==> config.mk <==
export PLATFORM = sky130hd
export DESIGN_NAME = periph_access_sched_flat
export DESIGN_NICKNAME = d
export VERILOG_FILES = /design/src/rtl/periph_access_sched_if.sv /design/src/rtl/periph_access_sched.sv /design/src/flat_wrapper.sv
export SDC_FILE = /design/constraint.sdc
export NUM_CORES = 1
export LEC_CHECK = 0
export BUFFER_PORTS_ARGS = -buffer_cell sky130_fd_sc_hd__buf_2
export CAP_MARGIN = 20
export CORE_AREA = 2 2 165 167
export CTS_BUF_LIST = sky130_fd_sc_hd__clkbuf_4
export DETAILED_ROUTE_END_ITERATION = 12
export DIE_AREA = 0 0 167 169
export PLACE_DENSITY = 0.5
export RECOVER_POWER = 100
export SLEW_MARGIN = 20
export SYNTH_ARGS = -nofsm -noshare
export SYNTH_HDL_FRONTEND = slang
export SYNTH_SLANG_ARGS = --single-unit
==> constraint.sdc <==
create_clock -name clk -period 3.7 [get_ports clk]
set_input_delay 0.37 -clock clk [delete_from_list [all_inputs] [get_ports clk]]
set_output_delay 0.37 -clock clk [all_outputs]
set_load 0.02 [all_outputs]
==> src/rtl/periph_access_sched_if.sv <==
`default_nettype none
// ============================================================================
//  Module      : periph_access_sched_if
//  Description : Bundle of requester, region-configuration and peripheral-port
//                signals for the uncached peripheral access scheduler.
//                "slave" is the scheduler's view, "master" the environment's.
//  Revision    : 1.0  initial release
// ============================================================================
interface periph_access_sched_if #(
    parameter int PA_BITS = 34,
    parameter int NREG    = 4
);
    // requester side (index 0 = LSU, index 1 = IFU)
    logic [1:0]              Req;
    logic [2*PA_BITS-1:0]    Adr;
    logic [1:0]              Write;
    logic [3:0]              Size;
    logic [1:0]              Done;
    logic                    Fault;
    logic                    Busy;

    // region configuration (quasi-static)
    logic [NREG*PA_BITS-1:0] RegionBase;
    logic [NREG*PA_BITS-1:0] RegionRange;
    logic [NREG-1:0]         RegionSupported;
    logic [4*NREG-1:0]       RegionSizeMask;
    logic [NREG-1:0]         RegionWrOK;

    // shared peripheral port
    logic [NREG-1:0]         PSel;
    logic                    PValid;
    logic [PA_BITS-1:0]      PAdr;
    logic                    PWrite;
    logic [1:0]              PSize;
    logic                    PReady;

    modport slave (
        input  Req, Adr, Write, Size,
        input  RegionBase, RegionRange, RegionSupported, RegionSizeMask, RegionWrOK,
        input  PReady,
        output PSel, PValid, PAdr, PWrite, PSize,
        output Done, Fault, Busy
    );

    modport master (
        output Req, Adr, Write, Size,
        output RegionBase, RegionRange, RegionSupported, RegionSizeMask, RegionWrOK,
        output PReady,
        input  PSel, PValid, PAdr, PWrite, PSize,
        input  Done, Fault, Busy
    );
endinterface
`default_nettype wire

==> src/rtl/periph_access_sched.sv <==
`default_nettype none
// ============================================================================
//  Module      : periph_access_sched
//  Description : Round-robin scheduler of uncached accesses from the LSU (0)
//                and IFU (1) onto one shared peripheral port. Each access is
//                arbitrated, decoded against NREG programmable regions, run
//                through the PValid/PReady handshake with a timeout, and
//                answered with a one-cycle Done pulse qualified by Fault.
//  Revision    : 1.0  initial release
// ============================================================================
module periph_access_sched #(
    parameter int PA_BITS = 34,
    parameter int NREG    = 4,
    parameter int TIMEOUT = 15
) (
    input  wire logic             clk,
    input  wire logic             reset_n,
    periph_access_sched_if.slave  bus
);

    localparam logic [1:0] S_IDLE   = 2'd0;
    localparam logic [1:0] S_DECODE = 2'd1;
    localparam logic [1:0] S_ACCESS = 2'd2;
    localparam logic [1:0] S_RESP   = 2'd3;

    // counter only has to reach TIMEOUT-1
    localparam int              CNT_W    = (TIMEOUT > 1) ? $clog2(TIMEOUT) : 1;
    localparam logic [CNT_W-1:0] CNT_LAST = CNT_W'(TIMEOUT - 1);

    logic [1:0]          r_state;
    logic                r_grant;
    logic                r_last_grant;
    logic [CNT_W-1:0]    r_cnt;
    logic [NREG-1:0]     r_psel;
    logic                r_pvalid;
    logic [PA_BITS-1:0]  r_padr;
    logic                r_pwrite;
    logic [1:0]          r_psize;
    logic [1:0]          r_done;
    logic                r_fault;
    logic                r_busy;

    logic                w_grant;
    logic [1:0]          w_done_vec;
    logic [NREG-1:0]     w_match;
    logic [NREG-1:0]     w_legal;
    logic [NREG-1:0]     w_win;
    logic                w_win_legal;

    // Per-region address match and legality against the latched access
    genvar gi;
    generate
        for (gi = 0; gi < NREG; gi++) begin : g_region
            logic [PA_BITS-1:0] w_base;
            logic [PA_BITS-1:0] w_range;
            logic [3:0]         w_szmask;

            assign w_base      = bus.RegionBase[gi*PA_BITS +: PA_BITS];
            assign w_range     = bus.RegionRange[gi*PA_BITS +: PA_BITS];
            assign w_szmask    = bus.RegionSizeMask[gi*4 +: 4];
            // every bit either equals the base or is masked out by the range
            assign w_match[gi] = &((~(r_padr ^ w_base)) | w_range);
            assign w_legal[gi] = w_match[gi]
                               & bus.RegionSupported[gi]
                               & w_szmask[r_psize]
                               & (~r_pwrite | bus.RegionWrOK[gi]);
        end
    endgenerate

    // lowest-index matching region wins, even if that region is illegal
    assign w_win       = w_match & (~w_match + NREG'(1));
    assign w_win_legal = |(w_win & w_legal);

    assign w_done_vec  = r_grant ? 2'b10 : 2'b01;

    // Arbitration: a lone requester wins; on a tie the one not granted last
    always_comb begin
        w_grant = 1'b0;
        if (bus.Req == 2'b11) begin
            w_grant = ~r_last_grant;
        end else begin
            w_grant = bus.Req[1];
        end
    end

    // Transaction sequencer: IDLE -> DECODE -> (ACCESS) -> RESP -> IDLE
    always_ff @(posedge clk or negedge reset_n) begin
        if (!reset_n) begin
            r_state      <= S_IDLE;
            r_grant      <= 1'b0;
            r_last_grant <= 1'b1;
            r_cnt        <= '0;
            r_psel       <= '0;
            r_pvalid     <= 1'b0;
            r_padr       <= '0;
            r_pwrite     <= 1'b0;
            r_psize      <= 2'b00;
            r_done       <= 2'b00;
            r_fault      <= 1'b0;
            r_busy       <= 1'b0;
        end else begin
            // Done/Fault are single-cycle pulses in RESP only
            r_done  <= 2'b00;
            r_fault <= 1'b0;
            case (r_state)
                S_IDLE: begin
                    if (|bus.Req) begin
                        r_grant      <= w_grant;
                        r_last_grant <= w_grant;
                        r_padr       <= w_grant ? bus.Adr[2*PA_BITS-1:PA_BITS]
                                                : bus.Adr[PA_BITS-1:0];
                        r_pwrite     <= w_grant ? bus.Write[1] : bus.Write[0];
                        r_psize      <= w_grant ? bus.Size[3:2] : bus.Size[1:0];
                        r_busy       <= 1'b1;
                        r_state      <= S_DECODE;
                    end
                end
                S_DECODE: begin
                    if (w_win_legal) begin
                        r_psel   <= w_win;
                        r_pvalid <= 1'b1;
                        r_cnt    <= '0;
                        r_state  <= S_ACCESS;
                    end else begin
                        // no match or illegal winner: fault without touching the bus
                        r_done   <= w_done_vec;
                        r_fault  <= 1'b1;
                        r_state  <= S_RESP;
                    end
                end
                S_ACCESS: begin
                    if (bus.PReady) begin
                        // a ready on the last counted cycle still completes cleanly
                        r_psel   <= '0;
                        r_pvalid <= 1'b0;
                        r_done   <= w_done_vec;
                        r_fault  <= 1'b0;
                        r_state  <= S_RESP;
                    end else if (r_cnt == CNT_LAST) begin
                        r_psel   <= '0;
                        r_pvalid <= 1'b0;
                        r_done   <= w_done_vec;
                        r_fault  <= 1'b1;
                        r_state  <= S_RESP;
                    end else begin
                        r_cnt    <= r_cnt + CNT_W'(1);
                    end
                end
                S_RESP: begin
                    r_busy  <= 1'b0;
                    r_state <= S_IDLE;
                end
                default: begin
                    r_psel   <= '0;
                    r_pvalid <= 1'b0;
                    r_busy   <= 1'b0;
                    r_state  <= S_IDLE;
                end
            endcase
        end
    end

    assign bus.PSel   = r_psel;
    assign bus.PValid = r_pvalid;
    assign bus.PAdr   = r_padr;
    assign bus.PWrite = r_pwrite;
    assign bus.PSize  = r_psize;
    assign bus.Done   = r_done;
    assign bus.Fault  = r_fault;
    assign bus.Busy   = r_busy;

endmodule
`default_nettype wire

==> src/flat_wrapper.sv <==
// flat-port wrapper written by rule: the top's interface ports become plain ports
module periph_access_sched_flat 
#(
    parameter int PA_BITS = 34,
    parameter int NREG    = 4,
    parameter int TIMEOUT = 15
)
  (clk, reset_n, bus_Req, bus_Adr, bus_Write, bus_Size, bus_RegionBase, bus_RegionRange, bus_RegionSupported, bus_RegionSizeMask, bus_RegionWrOK, bus_PReady, bus_PSel, bus_PValid, bus_PAdr, bus_PWrite, bus_PSize, bus_Done, bus_Fault, bus_Busy);
  periph_access_sched_if #(.PA_BITS(PA_BITS), .NREG(NREG)) bus_i ();
  input  wire logic clk;
  input  wire logic reset_n;
  input wire logic [$bits(bus_i.Req)-1:0] bus_Req;
  input wire logic [$bits(bus_i.Adr)-1:0] bus_Adr;
  input wire logic [$bits(bus_i.Write)-1:0] bus_Write;
  input wire logic [$bits(bus_i.Size)-1:0] bus_Size;
  input wire logic [$bits(bus_i.RegionBase)-1:0] bus_RegionBase;
  input wire logic [$bits(bus_i.RegionRange)-1:0] bus_RegionRange;
  input wire logic [$bits(bus_i.RegionSupported)-1:0] bus_RegionSupported;
  input wire logic [$bits(bus_i.RegionSizeMask)-1:0] bus_RegionSizeMask;
  input wire logic [$bits(bus_i.RegionWrOK)-1:0] bus_RegionWrOK;
  input wire logic [$bits(bus_i.PReady)-1:0] bus_PReady;
  output wire logic [$bits(bus_i.PSel)-1:0] bus_PSel;
  output wire logic [$bits(bus_i.PValid)-1:0] bus_PValid;
  output wire logic [$bits(bus_i.PAdr)-1:0] bus_PAdr;
  output wire logic [$bits(bus_i.PWrite)-1:0] bus_PWrite;
  output wire logic [$bits(bus_i.PSize)-1:0] bus_PSize;
  output wire logic [$bits(bus_i.Done)-1:0] bus_Done;
  output wire logic [$bits(bus_i.Fault)-1:0] bus_Fault;
  output wire logic [$bits(bus_i.Busy)-1:0] bus_Busy;
  assign bus_i.Req = bus_Req;
  assign bus_i.Adr = bus_Adr;
  assign bus_i.Write = bus_Write;
  assign bus_i.Size = bus_Size;
  assign bus_i.RegionBase = bus_RegionBase;
  assign bus_i.RegionRange = bus_RegionRange;
  assign bus_i.RegionSupported = bus_RegionSupported;
  assign bus_i.RegionSizeMask = bus_RegionSizeMask;
  assign bus_i.RegionWrOK = bus_RegionWrOK;
  assign bus_i.PReady = bus_PReady;
  assign bus_PSel = bus_i.PSel;
  assign bus_PValid = bus_i.PValid;
  assign bus_PAdr = bus_i.PAdr;
  assign bus_PWrite = bus_i.PWrite;
  assign bus_PSize = bus_i.PSize;
  assign bus_Done = bus_i.Done;
  assign bus_Fault = bus_i.Fault;
  assign bus_Busy = bus_i.Busy;
  periph_access_sched #(.PA_BITS(PA_BITS), .NREG(NREG), .TIMEOUT(TIMEOUT)) u_core (.clk(clk), .reset_n(reset_n), .bus(bus_i));
endmodule
---- After elaboration in Yosys (flattened, before gate mapping) ----
Index checks and enable logic that the tools add are counted.
cells by class
  mux-type cells .......................... 40
  order comparisons ....................... 1
  reduce and logical (&&, ||, !) cells .... 14
  bitwise logic cells ..................... 33
  equal/unequal tests ..................... 10
  $add $sub $neg .......................... 2
operators with widths
  cell                                           count
  NOT 34 bit                                     4
  bitwise OR 34 bit                              4
  AND reduction 34 bit                           4
  XOR 34 bit                                     4
  2-to-1 mux 34 bit                              1
  2-to-1 mux 4 bit                               6
  2-to-1 mux 2 bit                               8
  one-hot mux 4 bit (2 select lines)             2
  2-to-1 mux 1 bit                               14
  AND 1 bit                                      12
  adder 4 x 1 -> 4 bit, second input constant    2
  AND 4 bit                                      2
  binary-select mux 1 bit (select 2 bit)         4
  one-hot mux 2 bit (4 select lines)             1
  == test 2 bit, second input constant           3
  one-hot mux 1 bit (2 select lines)             3
  AND reduction 2 bit                            3
  == test 4 bit, second input constant           1
  != test 2 x 1 -> 1 bit, second input constant  2
  != test 2 bit, second input constant           2
  NOT 4 bit                                      1
  bitwise OR 1 bit                               4
  one-hot mux 2 bit (2 select lines)             1
  AND reduction 4 bit                            1
  other kinds (9)                                11
word-level totals
  output and inout bits ................... 46
  logic and storage cells ................. 112
  register bits after elaboration ......... 54

---- Depth between registers and ports, before layout ----
  depth in word-level cells ............... 11
  depth in mapped cells ................... 10
  depth with buffers taken out ............ 9

---- Worst setup path before layout ----
No wires, ideal clock.
  path kind ............................... register -> register
  start point ............................. register u_core.r_padr[30], in the netlist u_core.bus.PAdr[30]
  end point ............................... register u_core.r_cnt[0]
  data required time ...................... 3.569 ns
  clock period less this slack ............ 2.373 ns
  library setup time ...................... 0.131 ns
  setup slack ............................. 1.327 ns
  arrival time ............................ 2.242 ns
  cell stages (with the launch flop) ...... 11
  path through ............................ dfrtp_1 buf_6 xnor2_1 o22ai_1 nor4_1 nand4_1 nor2_1 or4b_4 o2111ai_2 a21boi_4 o221ai_2
on the way
  cells in the longest elaborated chain, start to end .. 11
  elaborated cells on any way between the ends .. 35
ends and longest elaborated chain
  element                                                   RTL line                                              RTL
  from (decl)                                               periph_access_sched.sv:36                             logic [PA_BITS-1:0] r_padr;
  from (signal assigned)                                    periph_access_sched.sv:110                            r_padr <= w_grant ? bus.Adr[2*PA_BITS-1:PA_BITS]
  XOR 34 bit                                                periph_access_sched.sv:62                             assign w_match[gi] = &((~(r_padr ^ w_base)) | w_range);
  NOT 34 bit                                                periph_access_sched.sv:62
  bitwise OR 34 bit                                         periph_access_sched.sv:62
  AND reduction 34 bit                                      periph_access_sched.sv:62
  NOT 4 bit / AND 1 bit (equally long branches)             periph_access_sched.sv:71, periph_access_sched.sv:64
  adder 4 x 1 -> 4 bit / AND 1 bit (equally long branches)  periph_access_sched.sv:71, periph_access_sched.sv:65
  AND 4 bit / AND 1 bit (equally long branches)             periph_access_sched.sv:71, periph_access_sched.sv:66
  AND 4 bit *                                               periph_access_sched.sv:72                             assign w_win_legal = |(w_win & w_legal);
  OR reduction 4 bit *                                      periph_access_sched.sv:72
  != test 2 x 1 -> 1 bit (no line) *                        n/a
  AND reduction 4 bit (no line) *                           n/a
  to (signal assigned)                                      periph_access_sched.sv:146                            r_cnt <= r_cnt + CNT_W'(1);
  to (decl)                                                 periph_access_sched.sv:33                             logic [CNT_W-1:0] r_cnt;
Mark *: on every way between the ends. The rest lies on a longest branch, timed or not.
A chain may end at the register's enable or synchronous reset.

---- Worst setup path in the final report ----
  start point ............................. register u_core.r_padr[1], in the netlist u_core.bus.PAdr[1]
  end point ............................... register u_core.r_psel[2], in the netlist u_core.bus.PSel[2]
on the way
  cells in the longest elaborated chain, start to end .. 11
  elaborated cells on any way between the ends .. 37
ends and longest elaborated chain
  element                                                   RTL line                                              RTL
  XOR 34 bit                                                periph_access_sched.sv:62
  NOT 34 bit                                                periph_access_sched.sv:62
  bitwise OR 34 bit                                         periph_access_sched.sv:62
  AND reduction 34 bit                                      periph_access_sched.sv:62
  NOT 4 bit / AND 1 bit (equally long branches)             periph_access_sched.sv:71, periph_access_sched.sv:64
  adder 4 x 1 -> 4 bit / AND 1 bit (equally long branches)  periph_access_sched.sv:71, periph_access_sched.sv:65
  AND 4 bit / AND 1 bit (equally long branches)             periph_access_sched.sv:71, periph_access_sched.sv:66
  AND 4 bit                                                 periph_access_sched.sv:72
  OR reduction 4 bit                                        periph_access_sched.sv:72
  != test 2 x 1 -> 1 bit (no line)                          n/a
  AND reduction 3 bit (no line)                             n/a
  to (signal assigned)                                      periph_access_sched.sv:120                            r_psel <= w_win;
  to (decl)                                                 periph_access_sched.sv:34                             logic [NREG-1:0] r_psel;
Several ways; a longest one is shown, not always the timed one. The select of a mux whose other input is x is not followed.

==> results.txt <==
Gr ovfl total: 0
Post-synth top cells: xnor2_1, o22ai_1, dfrtp_1, nand2_1, mux2i_1
Fin Hold WS: 164 ps
Syn Std Cell Area: 0.00502 mm2
Crit path arrival time: 3660 ps
Clk buf depth: 2
Pin count of the biggest net entering global routing: 43
Setup total negative slack: 0 ps
DRT antenna net count: 0
Seq. cell area: 0.00135 mm2
Asr flop ratio synth: 100%
GR Util All Layers: 18.9%
FP Rows: 60
CTS tree: built
Critical path launch point type: flop
Vias per Instance: 4.33
Routability congestion estimate: 0.946
Leakage power total: 3.31 nW
Flops & latches, synth: 54
Die Footprint: 0.0282 mm2
# DRC: 0
Buffers on Ports: 420
Io pins: 421
Failing checks: max-capacitance violations, max-slew violations
Number of global-route vias before repair: 5818
Sw Share: 53.3%
Rel. slew slack: -69.8%
Drt wl/cell: 21.7 um
Yosys warns: 0
Most numerous cell in the Yosys netlist: xnor2_1
Multi-input gate area: 0.00323 mm2
Synth unique cells: 50
Achievable Freq: 298 MHz
Tightest Pin Transition: 2550 ps
Routed wire length: 27700 um
Crit-path max FO: 6
Post-CTS Setup Bufs: 0
Critical path class: reg -> reg
Starting Density: 19.0%
Max-cap violations: 2
Internal: 2.16 mW
RSZ-0062 raised after global routing: no
Worst-skew pair later-pin latency: 430 ps
Seq/Total Area, Yosys: 26.9%
Post-synth EDFFs: 0
Worst endpoint required time: 4010 ps
Overall power: 4.62 mW
Share of layout cells above drive strength 1: 45.9%
Slew Limit Fails: 83
Filler instances: 2926
CTS Buf Count: 5
Syn_area_per_cell: 9.36 um2
DRT Pass-1 Iters: 4
Worst hold-check path type: in -> reg
Final setup viols: 0
Crit end category: flop
Area delta synth->final: 45.1%
Sink Count: 54
Fin crit share: 90.7%
Worst slack, placed: 238 ps
Seq pwr share: 33.0%
Final Skew: 19.2 ps
Root buf cell: clkbuf_4
First-pass GRT wire length: 38500 um
Final Critical Period: 3360 ps
Pwr Density: 634 mW/mm2
H-tree levels: 2
Die Y: 169 um
Synth Instances: 537
Vias: 5531
Clock Power Share: 6.7%
Synth area leaders: dfrtp_1, xnor2_1, o22ai_1
Post-synth top flop: dfrtp_1
VDD IR-drop max: 245 uV
Comb pwr share: 60.3%
Initial antenna violation count: 1
Top-area cell type share of the netlist area: 26.4%
Post-Syn Nets: 918
Drt initial violations: 212
Fin nets: 1315
Die Span X: 167 um
Final WS setup: 344 ps
Yosys top cell by area: dfrtp_1
Final hold vios: 0
Worst-path clk slew: 190 ps
Switch Pwr: 2.47 mW
Area of the core: 0.0265 mm2
Outcome: complete, but fails checks
HPWL Detailed: 24000 um
## cell families (layout without fill, tap and decap cells)
kind of cell    after synthesis  in the layout  share of synthesized area (%)
flops                        54             54                           26.9
compound gates              139            139                           19.1
other cells                   0              1                              0
mux                          42             42                           9.36
buf+inv                      62            460                           8.72
xor+xnor                    136            136                           24.6
simple gates                 98             98                           9.79
fa+ha+maj                     6              6                           1.49
## worst max-delay path: stages, from the launching register on
cell	delay, ps
dfrtp_1	610
xnor2_1	400
o22ai_1	170
nor4_2	440
nand4_1	350
nor4_4	290
o2111ai_1	200
o2111ai_2	270
and2_0	370
o22ai_2	130
## timing repair
item                       CTS  global route
hold buffers                 0             1
hold endpoints to repair     0            38
resized for setup            0             1
setup endpoints to repair    0             4
## per-stage QoR
stage,instance area (um2),instances,util [%]
after global placement,7320,1267,27.6
after global routing,7290,1277,27.5
after CTS,7380,1275,27.9
final,7290,1277,27.5
after detailed placement,7320,1267,27.6
after floorplan,5020,537,-
## state kept, by name, summed over array words and instances, names as in the netlist
register and flops:
u_core.bus.Busy 1, u_core.bus.Done 2, u_core.bus.Fault 1, u_core.bus.PAdr 34, u_core.bus.PSel 4, u_core.bus.PSize 2
u_core.bus.PValid 1, u_core.bus.PWrite 1, u_core.r_cnt 4, u_core.r_grant 1, u_core.r_last_grant 1, u_core.r_state 2
## area by class of cell
cell class,count,area share [%]
diodes,1,0.0343
clock buffers,5,0.515
clock inverters,3,0.360
inverters,14,0.721
multi-input cells,421,44.3
flip-flops and latches,54,18.6
well taps,341,5.85
repair buffers,438,29.7
## power groups by stage
stage                     clock network [mW]  logic (mW)  registers [mW]
after CTS                              0.340        2.93            1.54
after floorplan                            0        2.16            1.28
final                                  0.310        2.79            1.53
after global routing                   0.354        3.05            1.58
after global placement                     0        2.93            1.53
after detailed placement                   0        2.92            1.56
## layout by cell type, fill, tap and decap left out, types with 2 or more instances in the layout
cell type  instances
clkbuf_4           6
o211ai_1           2
mux2i_1           38
o22ai_1           65
a31oi_1            3
nand3_1            8
mux4_2             4
o21ai_0           39
dfrtp_1           53
clkbuf_1          47
a22oi_1            2
o22ai_2            4
nand2_1           45
inv_1             13
ha_1               6
nand4_1            5
o211a_1            3
buf_4              9
nor4_2             2
xnor2_2            6
a21oi_1            4
clkinv_4           3
o221ai_1           3
or3_1              3
nor4_1            13
buf_2            379
nor3_1             2
nor2_1            13
o221ai_2           3
xnor2_1          130
## routing by layer
metal | GRT usage, % | part of all wire [%] | vias up | wire [um]
met5 | 0 | 0 | - | 0
met2 | 33.5 | 49 | 260 | 13600
met1 | 24.1 | 43 | 2537 | 11800
li1 | - | - | 2709 | -
met4 | 4.24 | 2.1 | 0 | 578
met3 | 3.30 | 6.2 | 25 | 1710
## final timing paths
kind	startpoint	end	slack, ps	cells past startpoint
max in group asynchronous	reset_n	u_core.r_last_grant	890	3
hold / removal	bus_Req[0]	u_core.r_last_grant	160	2
setup / recovery	u_core.bus.PAdr[1]	u_core.bus.PSel[2]	340	9
min in group asynchronous	reset_n	u_core.r_cnt[1]	1260	2
setup reg to reg	u_core.bus.PAdr[1]	u_core.bus.PSel[2]	340	9
hold reg to reg	u_core.bus.PWrite	u_core.bus.PWrite	550	2
No activity file was read; power rests on OpenSTA's default activity.
